## src/rtl/wshb_pixel_reader.sv

```systemverilog
// Wishbone framebuffer read master feeding the pixel FIFO, with one-shot FIFO-primed pulse.
// Optional PIXREAD_FRAME_CNT_EN adds a 16-bit frame counter output.
module wshb_pixel_reader #(
  parameter int          HDISP     = 800,
  parameter int          VDISP     = 480,
  parameter logic [31:0] BASE_ADDR = 32'h0000_0000
) (
  input  logic        clk,
  input  logic        reset_n,
  output logic        wb_cyc,
  output logic        wb_stb,
  output logic        wb_we,
  output logic [31:0] wb_adr,
  output logic [3:0]  wb_sel,
  output logic [2:0]  wb_cti,
  output logic [1:0]  wb_bte,
  input  logic        wb_ack,
  input  logic [31:0] wb_dat_i,
  output logic [31:0] fifo_wdata,
  output logic        fifo_write,
  input  logic        fifo_wfull,
  input  logic        fifo_walmost_full,
  input  logic        frame_restart,
  output logic        fill_set
`ifdef PIXREAD_FRAME_CNT_EN
  ,
  output logic [15:0] frame_cnt
`endif
);

  localparam int NPIX = HDISP * VDISP;
  localparam int IDX_W = (NPIX > 1) ? $clog2(NPIX) : 1;
  localparam logic [IDX_W-1:0] LAST_IDX = IDX_W'(NPIX - 1);

  typedef enum logic [1:0] {S_IDLE, S_READ, S_FULLWAIT} state_t;

  state_t           state_q, state_d;
  logic [IDX_W-1:0] idx_q, idx_d;
  logic [31:0]      fifo_wdata_q, fifo_wdata_d;
  logic             fifo_write_q, fifo_write_d;
  logic             armed_q, armed_d;
  logic             fill_set_q, fill_set_d;
  logic             accept;
  logic             wrap;
  logic [31:0]      idx_ext;

  // An ack colliding with frame_restart is dropped entirely.
  assign accept  = (state_q == S_READ) && wb_ack && !frame_restart;
  assign wrap    = accept && (idx_q == LAST_IDX);
  assign idx_ext = 32'(idx_q);

  always_ff @(posedge clk) begin
    if (!reset_n) begin
      state_q <= S_IDLE;
    end else begin
      state_q <= state_d;
    end
  end

  // Backoff is decided at the ack so a presented request is never withdrawn.
  always_comb begin
    state_d = state_q;
    if (frame_restart) begin
      state_d = S_IDLE;
    end else begin
      case (state_q)
        S_IDLE:     state_d = S_READ;
        S_READ:     if (wb_ack && fifo_walmost_full) state_d = S_FULLWAIT;
        S_FULLWAIT: if (!fifo_walmost_full) state_d = S_READ;
        default:    state_d = S_IDLE;
      endcase
    end
  end

  always_comb begin
    wb_cyc = (state_q == S_READ);
    wb_stb = (state_q == S_READ);
    wb_we  = 1'b0;
    wb_sel = 4'hF;
    wb_cti = 3'b000;
    wb_bte = 2'b00;
    wb_adr = BASE_ADDR + (idx_ext << 2);
  end

  always_comb begin
    idx_d        = idx_q;
    fifo_wdata_d = fifo_wdata_q;
    fifo_write_d = 1'b0;
    armed_d      = armed_q;
    fill_set_d   = 1'b0;
    if (frame_restart) begin
      idx_d   = '0;
      armed_d = 1'b1;
    end else begin
      if (accept) begin
        idx_d        = wrap ? '0 : idx_q + 1'b1;
        fifo_wdata_d = wb_dat_i;
        fifo_write_d = 1'b1;
      end
      if (armed_q && fifo_wfull) begin
        fill_set_d = 1'b1;
        armed_d    = 1'b0;
      end
    end
  end

  always_ff @(posedge clk) begin
    if (!reset_n) begin
      idx_q        <= '0;
      fifo_wdata_q <= '0;
      fifo_write_q <= 1'b0;
      armed_q      <= 1'b1;
      fill_set_q   <= 1'b0;
    end else begin
      idx_q        <= idx_d;
      fifo_wdata_q <= fifo_wdata_d;
      fifo_write_q <= fifo_write_d;
      armed_q      <= armed_d;
      fill_set_q   <= fill_set_d;
    end
  end

  assign fifo_wdata = fifo_wdata_q;
  assign fifo_write = fifo_write_q;
  assign fill_set   = fill_set_q;

`ifdef PIXREAD_FRAME_CNT_EN
  logic [15:0] frame_cnt_q, frame_cnt_d;

  always_comb begin
    frame_cnt_d = frame_cnt_q;
    if (frame_restart) begin
      frame_cnt_d = '0;
    end else if (wrap) begin
      frame_cnt_d = frame_cnt_q + 16'd1;
    end
  end

  always_ff @(posedge clk) begin
    if (!reset_n) begin
      frame_cnt_q <= '0;
    end else begin
      frame_cnt_q <= frame_cnt_d;
    end
  end

  assign frame_cnt = frame_cnt_q;
`endif

endmodule
```

## config.mk

```make
export PLATFORM = sky130hd
export DESIGN_NAME = wshb_pixel_reader
export DESIGN_NICKNAME = d
export VERILOG_FILES = /design/src/rtl/wshb_pixel_reader.sv
export SDC_FILE = /design/constraint.sdc
export NUM_CORES = 1
export LEC_CHECK = 0
export ABC_AREA = 1
export CORE_UTILIZATION = 43
export CTS_BUF_LIST = sky130_fd_sc_hd__clkbuf_8
export CTS_CLUSTER_DIAMETER = 100
export CTS_CLUSTER_SIZE = 10
export DETAILED_ROUTE_END_ITERATION = 7
export GPL_TIMING_DRIVEN = 0
export PLACE_DENSITY_LB_ADDON = 0.12
export SYNTH_ARGS = -nofsm -noshare
export SYNTH_HDL_FRONTEND = slang
export SYNTH_SLANG_ARGS = --single-unit
```

## constraint.sdc

```tcl
create_clock -name clk -period 1.7 [get_ports clk]
set_input_delay 0.34 -clock clk [delete_from_list [all_inputs] [get_ports clk]]
set_output_delay 0.34 -clock clk [all_outputs]
set_load 0.05 [all_outputs]
```

; Yosys cells after proc, flatten, opt, wreduce, memory -nomap -nowiden
; Cells that the tools add are included.
[totals]
ff_bits = 56
elab_cells = 30
[classes]
eq_ne = 5
bitwise_logic = 2
n_reduce_logical = 10
n_mux = 6
n_addsub = 1
[op_table]
columns = cell, count
row1 = "19-bit by 1-bit adder with 19-bit output, second input constant", 1
row2 = "19-bit equality test, second input constant", 1
row3 = 19-bit 2-to-1 mux, 1
row4 = 2-bit one-hot mux with 3 select lines, 1
row5 = 1-bit logical AND, 5
row6 = 2-bit 2-to-1 mux, 2
row7 = 2-bit AND reduction, 2
row8 = "2-bit by 1-bit equality test with 1-bit output, second input constant", 1
row9 = "2-bit equality test, second input constant", 1
row10 = 2-bit logical NOT, 1
row11 = 1-bit 2-to-1 mux, 2
row12 = "2-bit by 1-bit != test with 1-bit output, second input constant", 1
row13 = "2-bit != test, second input constant", 1
row14 = 1-bit inverter, 2
row15 = 2-bit OR reduction, 1
row16 = 1-bit logical NOT, 1

; Logic depth before layout (Yosys ltp)
; Gate-level depths: netlist of the first run.
[depth]
depth_word = 5
mapped_depth = 9

; Worst setup path after synthesis of the first run
; No wires, ideal clock.
[synth_timing]
path_type = reg2reg
from = reg idx_q[0]
to = reg idx_q[10]
stages_incl_launch_ff = 9
t_required_ns = 1.587
slack_ns = -0.020
n_path_buf = 0
arrival_time_ns = 1.607
cell_sequence = dfxtp_1 -> ha_1 -> inv_1 -> nor2_2 -> nand3_1 -> nor2_1 -> nand2_1 -> nor2_1 -> nor2_1
[synth_via]
elab_chain_len = 3
elab_cells_between_ends = 4
cone_classes = 1 x add/sub / 1 x eq/ne / 1 x mux / 1 x reduce/logical
[synth_lines]
columns = item, line_no
row1 = from (decl), 38  ; logic [IDX_W-1:0] idx_q, idx_d;
row2 = from (signal assigned), 115  ; idx_q <= idx_d;
row3 = branches (longest 2 deep; another with 19-bit by 1-bit adder with 19-bit output), --
row4 = 19-bit 2-to-1 mux *, 96  ; idx_d = wrap ? '0 : idx_q + 1'b1;
; Every way passes the cells marked *.
; A chain may end at the register's enable or synchronous reset.

; Worst setup path in the final report of the first run
[layout_timing]
from = reg idx_q[8]
to = out wb_adr[10]
[layout_lines]
columns = item, line_no
row1 = to (decl), 13  ; output logic [31:0] wb_adr,
; No word-level cell between the ends.

==> reports/results.txt, run 1 <==
The max-cap check violation count came out at 0. The start point of the critical path is idx_q[8]$_SDFFE_PP0P_. The number of max-slew violations in the final report was 0. Across all layers, the routed design uses 2444 vias.

The die covers 0.00636 mm². The endpoint identified for the worst register-to-register timing path is idx_q[10]$_SDFFE_PP0P_. The remaining routing DRC violations is 0, and the worst-case clock buffer depth is 2.

Family with the most delay on the worst path: buffers and inverters. In this run the remaining antenna-violating nets after routing total 0. Setup slack on the worst reg-to-reg path comes out at 0.25 ns.

The total of buffers placed on input and output ports was 92. Summing all non-filler instances in the final layout gives an area of 0.00370 mm². Dividing the detail-routed via count by the number of cells gives 4.44.

The tools report the standby leakage power as 1.72 nW. The run finished with clean final reports. The logs give 465 µV for the worst supply voltage drop on vdd and 0 for the Yosys warning count. The first global-routing pass estimated 9840 µm of wire.

For the worst flop-to-flop path, the logic depth is 8. The worst setup path is captured at an output port. Summed over all nets, the half-perimeter wirelength after detailed placement is 4650 µm. The number of buffers and inverters on the critical path is 1, and the starting utilization of the core area is 0.458. Setup total negative slack on the finished layout was measured at 0 ns. Reg-to-reg startpoint: idx_q[0]$_SDFFE_PP0P_. The total overflow reported by the global router was 0; the maximum fanout along the worst path was 5. The maximum number of pins on one net before global-route repair was 16; the number of sinks on the clock net was 56.

The post-synthesis sequential area ratio is 0.431. After the last flow step, the layout net total stands at 517. In the layout the commonest cells are 106 x sky130_fd_sc_hd__nor2_1, 54 x sky130_fd_sc_hd__dfxtp_1, 51 x sky130_fd_sc_hd__dlygate4sd2_1. The library cell used most frequently in the layout, excluding fill and tap cells, is sky130_fd_sc_hd__nor2_1. The tools report the later-pin clock latency in the skew report as 0.30 ns.

Counting I/O delays and the setup requirement, the final critical path takes 1.63 ns. The run gives 0.651 as the worst slew slack as a fraction of its limit. The count of standard-cell rows was 27; the via count of the first global-routing pass was 2191. On the worst path, the slowest cell contributes a delay of 0.56 ns. For this block, the routed nets add up to 6180 µm of wire.

After clock tree synthesis, the clock-pin slew on the worst setup and hold paths is 0.09 ns. Number of synthesized register bits: 56. In this run the clock root is driven by a sky130_fd_sc_hd__clkbuf_8.

The arrival time reported for the critical path endpoint is 1.29 ns, and the gate count after technology mapping is 358. For the pin with the worst max-slew slack, the measured transition is 0.526 ns. The synthesized area per cell was 7.26 µm². Buffers inserted to repair hold after CTS numbered 0. The dominant synthesized flop cell is sky130_fd_sc_hd__dfxtp_1. The die is 79.7 µm wide. The power per cell area works out to 689 mW/mm². The count of cells in the finished layout, fillers not included, comes to 550. The post-CTS setup buffer count was 0. The most critical setup path has its endpoint at wb_adr[10]. The async set-or-reset flop fraction in the synthesized netlist was 0; the cell total after placement was 543. Before antenna repair, the detailed router went through 4 iterations. The worst min-delay path class is in -> reg. The hold violation count in the final report came out at 0. Summing all placed instances gives a cell area of 0.00369 mm².

Number of distinct library cells after synthesis: 29. The count of pins on the block boundary was 116; the final worst clock skew was 0.00669 ns. The synthesized design contains 0 enable-type register cells.

For the count of fill cells added during filler insertion, the log shows 551. Static timing analysis puts the maximum clock frequency at 614 MHz. The DRC violation total after the first TritonRoute iteration is 64.

The repair_antennas step left the layout with diodes totalling 0. In this run the vertical extent of the chip is 79.7 µm. The period utilization came out at 0.958. The tools report the initial antenna violation count as 0. STA classifies the critical path startpoint as a flip-flop. The area of the placeable core is 0.00568 mm². Combined area of all synthesized cells: 0.00260 mm². Proportion of layout cells with a drive suffix above 1: 0.132. The H-tree generated during clock tree synthesis spans 2 levels. Setup violations remaining at the end of the flow were counted as 0. Number of buffers created by CTS: 5. The class of the most critical setup path was reg -> out.

The congestion estimate from routability-driven global placement came to 0.824. For the worst setup path, the data required time is 1.36 ns. In the final routed layout, each cell accounts on average for 11.2 µm.

The path length in cells of the critical path was 1. Setup repair after global routing left no endpoint under its margin. Area added between synthesis and finish: 42.4%. TritonCTS built the clock tree. Walking the worst path, the cells encountered are dlygate4sd2_1. The completed layout was analyzed and its total power is 2.55 mW.

Gates resized during post-CTS repair numbered 58. The tools report the all-layer global routing usage as 0.198. The slowest stage of the critical path belongs to the cell sky130_fd_sc_hd__dlygate4sd2_1.
[sequential cells by signal, summed over array words and instances, names as in the netlist]
name	cells
armed_q	1
fifo_wdata	32
fifo_write	1
fill_set	1
idx_q	19
state_q	2
[power by group]
group | internal, mW | total (mW) | switching (mW)
Clock | 0.276 | 0.678 | 0.402
Sequential | 1.34 | 1.36 | 0.0140
Combinational | 0.185 | 0.514 | 0.329
[synthesized netlist by cell type, types with 2 or more instances]
cell	instances	area, µm²
sky130_fd_sc_hd__nand2_1	44	165
sky130_fd_sc_hd__o21ai_1	4	20.0
sky130_fd_sc_hd__dfxtp_1	56	1120
sky130_fd_sc_hd__nand2_2	7	43.8
sky130_fd_sc_hd__conb_1	2	7.51
sky130_fd_sc_hd__nor2_4	4	45.0
sky130_fd_sc_hd__buf_4	27	203
sky130_fd_sc_hd__nor2_1	106	398
sky130_fd_sc_hd__inv_1	21	78.8
sky130_fd_sc_hd__nor3_1	2	10.0
sky130_fd_sc_hd__inv_2	2	7.51
sky130_fd_sc_hd__o21ai_0	30	150
sky130_fd_sc_hd__clkbuf_1	3	11.3
sky130_fd_sc_hd__nor2_2	6	37.5
sky130_fd_sc_hd__a21oi_1	8	40.0
sky130_fd_sc_hd__buf_6	6	67.6
sky130_fd_sc_hd__nand3_1	16	80.1
sky130_fd_sc_hd__xnor2_1	3	26.3
[per-layer routing]
metal	GRT usage	wire length (µm)	vias to the layer above
met5	0	0	-
met4	0.0732	68	0
met3	0.0480	473	6
met2	0.336	2870	84
met1	0.240	2770	1050
li1	-	-	1304
[worst min path at each step]
stage	depth (start not counted)	end	from
after detailed placement	2	armed_q$_SDFFE_PP1P_	armed_q$_SDFFE_PP1P_
after global routing	3	fifo_wdata[23]$_SDFFE_PN0P_	reset_n
after CTS	2	armed_q$_SDFFE_PP1P_	armed_q$_SDFFE_PP1P_
after floorplan	2	armed_q$_SDFFE_PP1P_	armed_q$_SDFFE_PP1P_
after global placement	2	armed_q$_SDFFE_PP1P_	armed_q$_SDFFE_PP1P_
final	3	fifo_wdata[24]$_SDFFE_PN0P_	reset_n
[area by class of cell]
| class | count | area (µm²) | area share |
|---|---|---|---|
| Clock inverter | 2 | 8.76 | 0.00237 |
| Clock buffer | 5 | 68.8 | 0.0186 |
| Buffer | 36 | 282 | 0.0761 |
| Tap cell | 72 | 90.1 | 0.0243 |
| Inverter | 23 | 86.3 | 0.0233 |
| Timing Repair Buffer | 92 | 852 | 0.230 |
| Multi-Input combinational cell | 264 | 1190 | 0.321 |
| Sequential cell | 56 | 1120 | 0.304 |
[per-stage QoR]
stage                     setup WS [ns]  hold slack, ns  utilization
final                            0.0706           0.419        0.652
after global routing            0.00529           0.429        0.652
after CTS                       0.00125           0.463        0.652
after detailed placement         -0.274           0.445        0.650
after global placement           -0.239           0.439        0.650
after floorplan                  0.0607           0.426            -
[worst register-to-register path, stage by stage (launching register included)]
cell and delay (ns):
sky130_fd_sc_hd__dfxtp_2 0.37, sky130_fd_sc_hd__ha_1 0.17, sky130_fd_sc_hd__inv_1 0.05, sky130_fd_sc_hd__nor2_2 0.15, sky130_fd_sc_hd__nand3_1 0.16, sky130_fd_sc_hd__nor2_1 0.23, sky130_fd_sc_hd__nand2_1 0.07, sky130_fd_sc_hd__nor2_1 0.09
sky130_fd_sc_hd__nor2_1 0.05
[cell families (layout without fill, tap and decap cells)]
kind of cell,after synthesis,count (layout),synth area share
buf+inv,59,158,0.142
simple gates,190,190,0.314
compound gates,46,46,0.0920
xor+xnor,4,4,0.0135
other cells,2,23,0.00289
fa+ha+maj,1,1,0.00481
flops,56,56,0.431
Power figures use the tool's default switching activity.
==> run 2: changes to the inputs <==
CAP_MARGIN = 20   (was unset)
CORE_UTILIZATION = 35   (was 43)
==> reports/results.txt, run 2 (same netlist as run 1, synthesis figures left out) <==
The clock slew seen by the registers of the worst setup and hold paths was 0.10 ns (was 0.09 ns). The tools report the initial antenna violation count as 0 (unchanged). The number of failing setup endpoints in the final timing report was 0 (unchanged). The run gives 116 (unchanged) as the count of pins on the block boundary. TritonCTS built the clock tree. The proportion of layout cells with a drive suffix above 1 is 0.138 (was 0.132). The number of sinks on the clock net was 56 (unchanged). The tools report the total vias in the final route as 2483 (was 2444).

The tools report the clock tree root driver cell as sky130_fd_sc_hd__clkbuf_8 (unchanged). The sum of negative setup slack came out at 0 ns (unchanged). The maximum fanout along the worst path works out to 6 (was 5).

All-layer global routing usage: 0.163 (was 0.198). For the total die area, the log shows 0.00777 mm² (was 0.00636 mm²). Worst-case clock buffer depth: 2 (unchanged). The tools report the number of H-tree levels as 2 (unchanged). The class of the most critical setup path is reg -> out (unchanged). The final net count was 517 (unchanged).

The flip-flop count of the largest register after layout came out at 32 (unchanged). Most used cells in the layout excluding fill and tap cells: 106 x sky130_fd_sc_hd__nor2_1, 54 x sky130_fd_sc_hd__dfxtp_1, 51 x sky130_fd_sc_hd__dlygate4sd2_1 (unchanged). The detailed-router iteration count before antenna repair was 4 (unchanged); the number of gates resized after cts was 58 (unchanged). The via count of the first global-routing pass is 2159 (was 2191). The via density per instance works out to 4.30 (was 4.44).

The logs give 5 (unchanged) for the number of buffers created by CTS and 9990 µm (was 9840 µm) for the global-route wire length before repair. The final critical path time including I/O delays and setup works out to 1.63 ns (about the same). Category of the worst setup path launch point: a flip-flop (unchanged). The tools report the remaining routing DRC violations as 0 (unchanged). Count of standard-cell rows: 31 (was 27).

The tools report the category of the worst setup path capture point as an output port (unchanged). The worst-margin pin slew is 0.525 ns (was 0.526 ns). Number of max-slew violations in the final report: 0 (unchanged).

The required time reported for the critical path endpoint is 1.36 ns (about the same), and the area of the placeable core is 0.00721 mm² (was 0.00568 mm²). The worst min-delay path class is in -> reg (unchanged). The DRC violation total after the first TritonRoute iteration was 85 (was 64). The period utilization works out to 0.961 (was 0.958).

The logs give 18 (was 16) for the maximum number of pins on one net before global-route repair and 0.651 (about the same) for the worst slew slack as a fraction of its limit. The total of hold buffers inserted after clock tree synthesis was 0 (unchanged). The run finished with clean final reports. The tools report the worst supply voltage drop on vdd as 255 µV (was 465 µV). For the starting utilization of the core area, the log shows 0.360 (was 0.458). The max-cap check violation count was 0 (unchanged); the total of buffers placed on input and output ports was 92 (unchanged). The cell with the largest stage delay on the worst path was sky130_fd_sc_hd__dlygate4sd2_1 (unchanged). The later-pin clock latency in the skew report is 0.31 ns (was 0.30 ns), and the total overflow reported by the global router is 0 (unchanged). The tools report the post-CTS setup buffer count as 0 (unchanged). Number of nets with antenna violations after routing: 0 (unchanged).

The placer's final routability congestion estimate was 0.804 (was 0.824). Ordered list of cells on the worst path: dlygate4sd2_1 (unchanged). Setup repair after global routing left no endpoint under its margin. The largest incremental delay on the critical path works out to 0.56 ns (about the same).

For the final worst clock skew, the log shows 0.00451 ns (was 0.00669 ns). The family with the most delay on the worst path was buffers and inverters (unchanged). Area added between synthesis and finish: 44.4% (was 42.4%). For the highest attainable clock frequency, the log shows 612 MHz (was 614 MHz).

The tools report the arrival time reported for the critical path endpoint as 1.29 ns (about the same). The chip width works out to 88.2 µm (was 79.7 µm). Commonest non-fill, non-tap cell in the layout: sky130_fd_sc_hd__nor2_1 (unchanged).

The run gives 0 (unchanged) as the antenna diode count. The post-detailed-placement half-perimeter wirelength is 4730 µm (was 4650 µm), and the power per cell area is 704 mW/mm² (was 689 mW/mm²). The run gives 2.64 mW (was 2.55 mW) as the final total power. The number of buffers and inverters on the critical path was 1 (unchanged). The tools report the routed wire length as 6160 µm (was 6180 µm). The hold violation count in the final report was 0 (unchanged). The count of fill cells added during filler insertion was 769 (was 551). The standby leakage power was 1.72 nW (about the same); the y dimension of the die was 88.2 µm (was 79.7 µm). The average wire per standard cell came out at 10.7 µm (was 11.2 µm).
-- run 2: cell types whose count changed in the layout (fill, tap and decap cells not counted), sizes merged --
cell / previous run / this run
clkdlybuf4s15: 2 / 1
clkbuf: 8 / 10
-- run 2: final cells by class --
cell class / instances / area (µm²) / share of cell area
Tap cell: 99 / 124 / 0.0330
Inverter: 23 / 86.3 / 0.0230
Buffer: 36 / 282 / 0.0750
Timing Repair Buffer: 92 / 847 / 0.226
Sequential cell: 56 / 1120 / 0.299
Multi-Input combinational cell: 264 / 1190 / 0.318
Clock inverter: 2 / 13.8 / 0.00367
Clock buffer: 6 / 82.6 / 0.0220
-- run 2: power by group --
group | switching (mW) | internal [mW]
Combinational | 0.327 | 0.186
Sequential | 0.0150 | 1.34
Clock | 0.438 | 0.334
Total | 0.780 | 1.86
-- run 2: final timing paths --
path,end,cells after the start,slack [ns],start
max,wb_adr[6],1,0.07,idx_q[4]$_SDFFE_PP0P_
min,fifo_wdata[24]$_SDFFE_PN0P_,3,0.41,reset_n
max reg2reg,idx_q[10]$_SDFFE_PP0P_,8,0.23,idx_q[0]$_SDFFE_PP0P_
min reg2reg,armed_q$_SDFFE_PP1P_,2,0.46,armed_q$_SDFFE_PP1P_
-- run 2: stage by stage --
step / hold WS (ns) / area, µm² / std cells / worst slack (ns) / utilization
after CTS: 0.460 / 3750 / 578 / 0.00104 / 0.520
after detailed placement: 0.443 / 3720 / 570 / -0.245 / 0.516
after floorplan: 0.426 / 2680 / 379 / 0.0607 / -
final: 0.414 / 3750 / 578 / 0.0662 / 0.520
after global routing: 0.455 / 3750 / 578 / 0.00199 / 0.520
after global placement: 0.440 / 3720 / 570 / -0.267 / 0.516
-- run 2: layer usage --
metal  share of wire  up-vias  wire (µm)  track usage
li1                -     1308          -            -
met1            0.47     1098       2870        0.215
met2            0.46       71       2820        0.274
met3           0.069        6        426       0.0358
met4          0.0080        0         49       0.0352
met5               0        -          0            0
-- run 2: worst reg2reg max path, cell delays in order (launching register included) --
cell	delay (ns)
sky130_fd_sc_hd__dfxtp_2	0.38
sky130_fd_sc_hd__ha_1	0.18
sky130_fd_sc_hd__inv_1	0.06
sky130_fd_sc_hd__nor2_2	0.17
sky130_fd_sc_hd__nand3_1	0.18
sky130_fd_sc_hd__nor2_1	0.20
sky130_fd_sc_hd__nand2_1	0.08
sky130_fd_sc_hd__nor2_1	0.09
sky130_fd_sc_hd__nor2_1	0.05
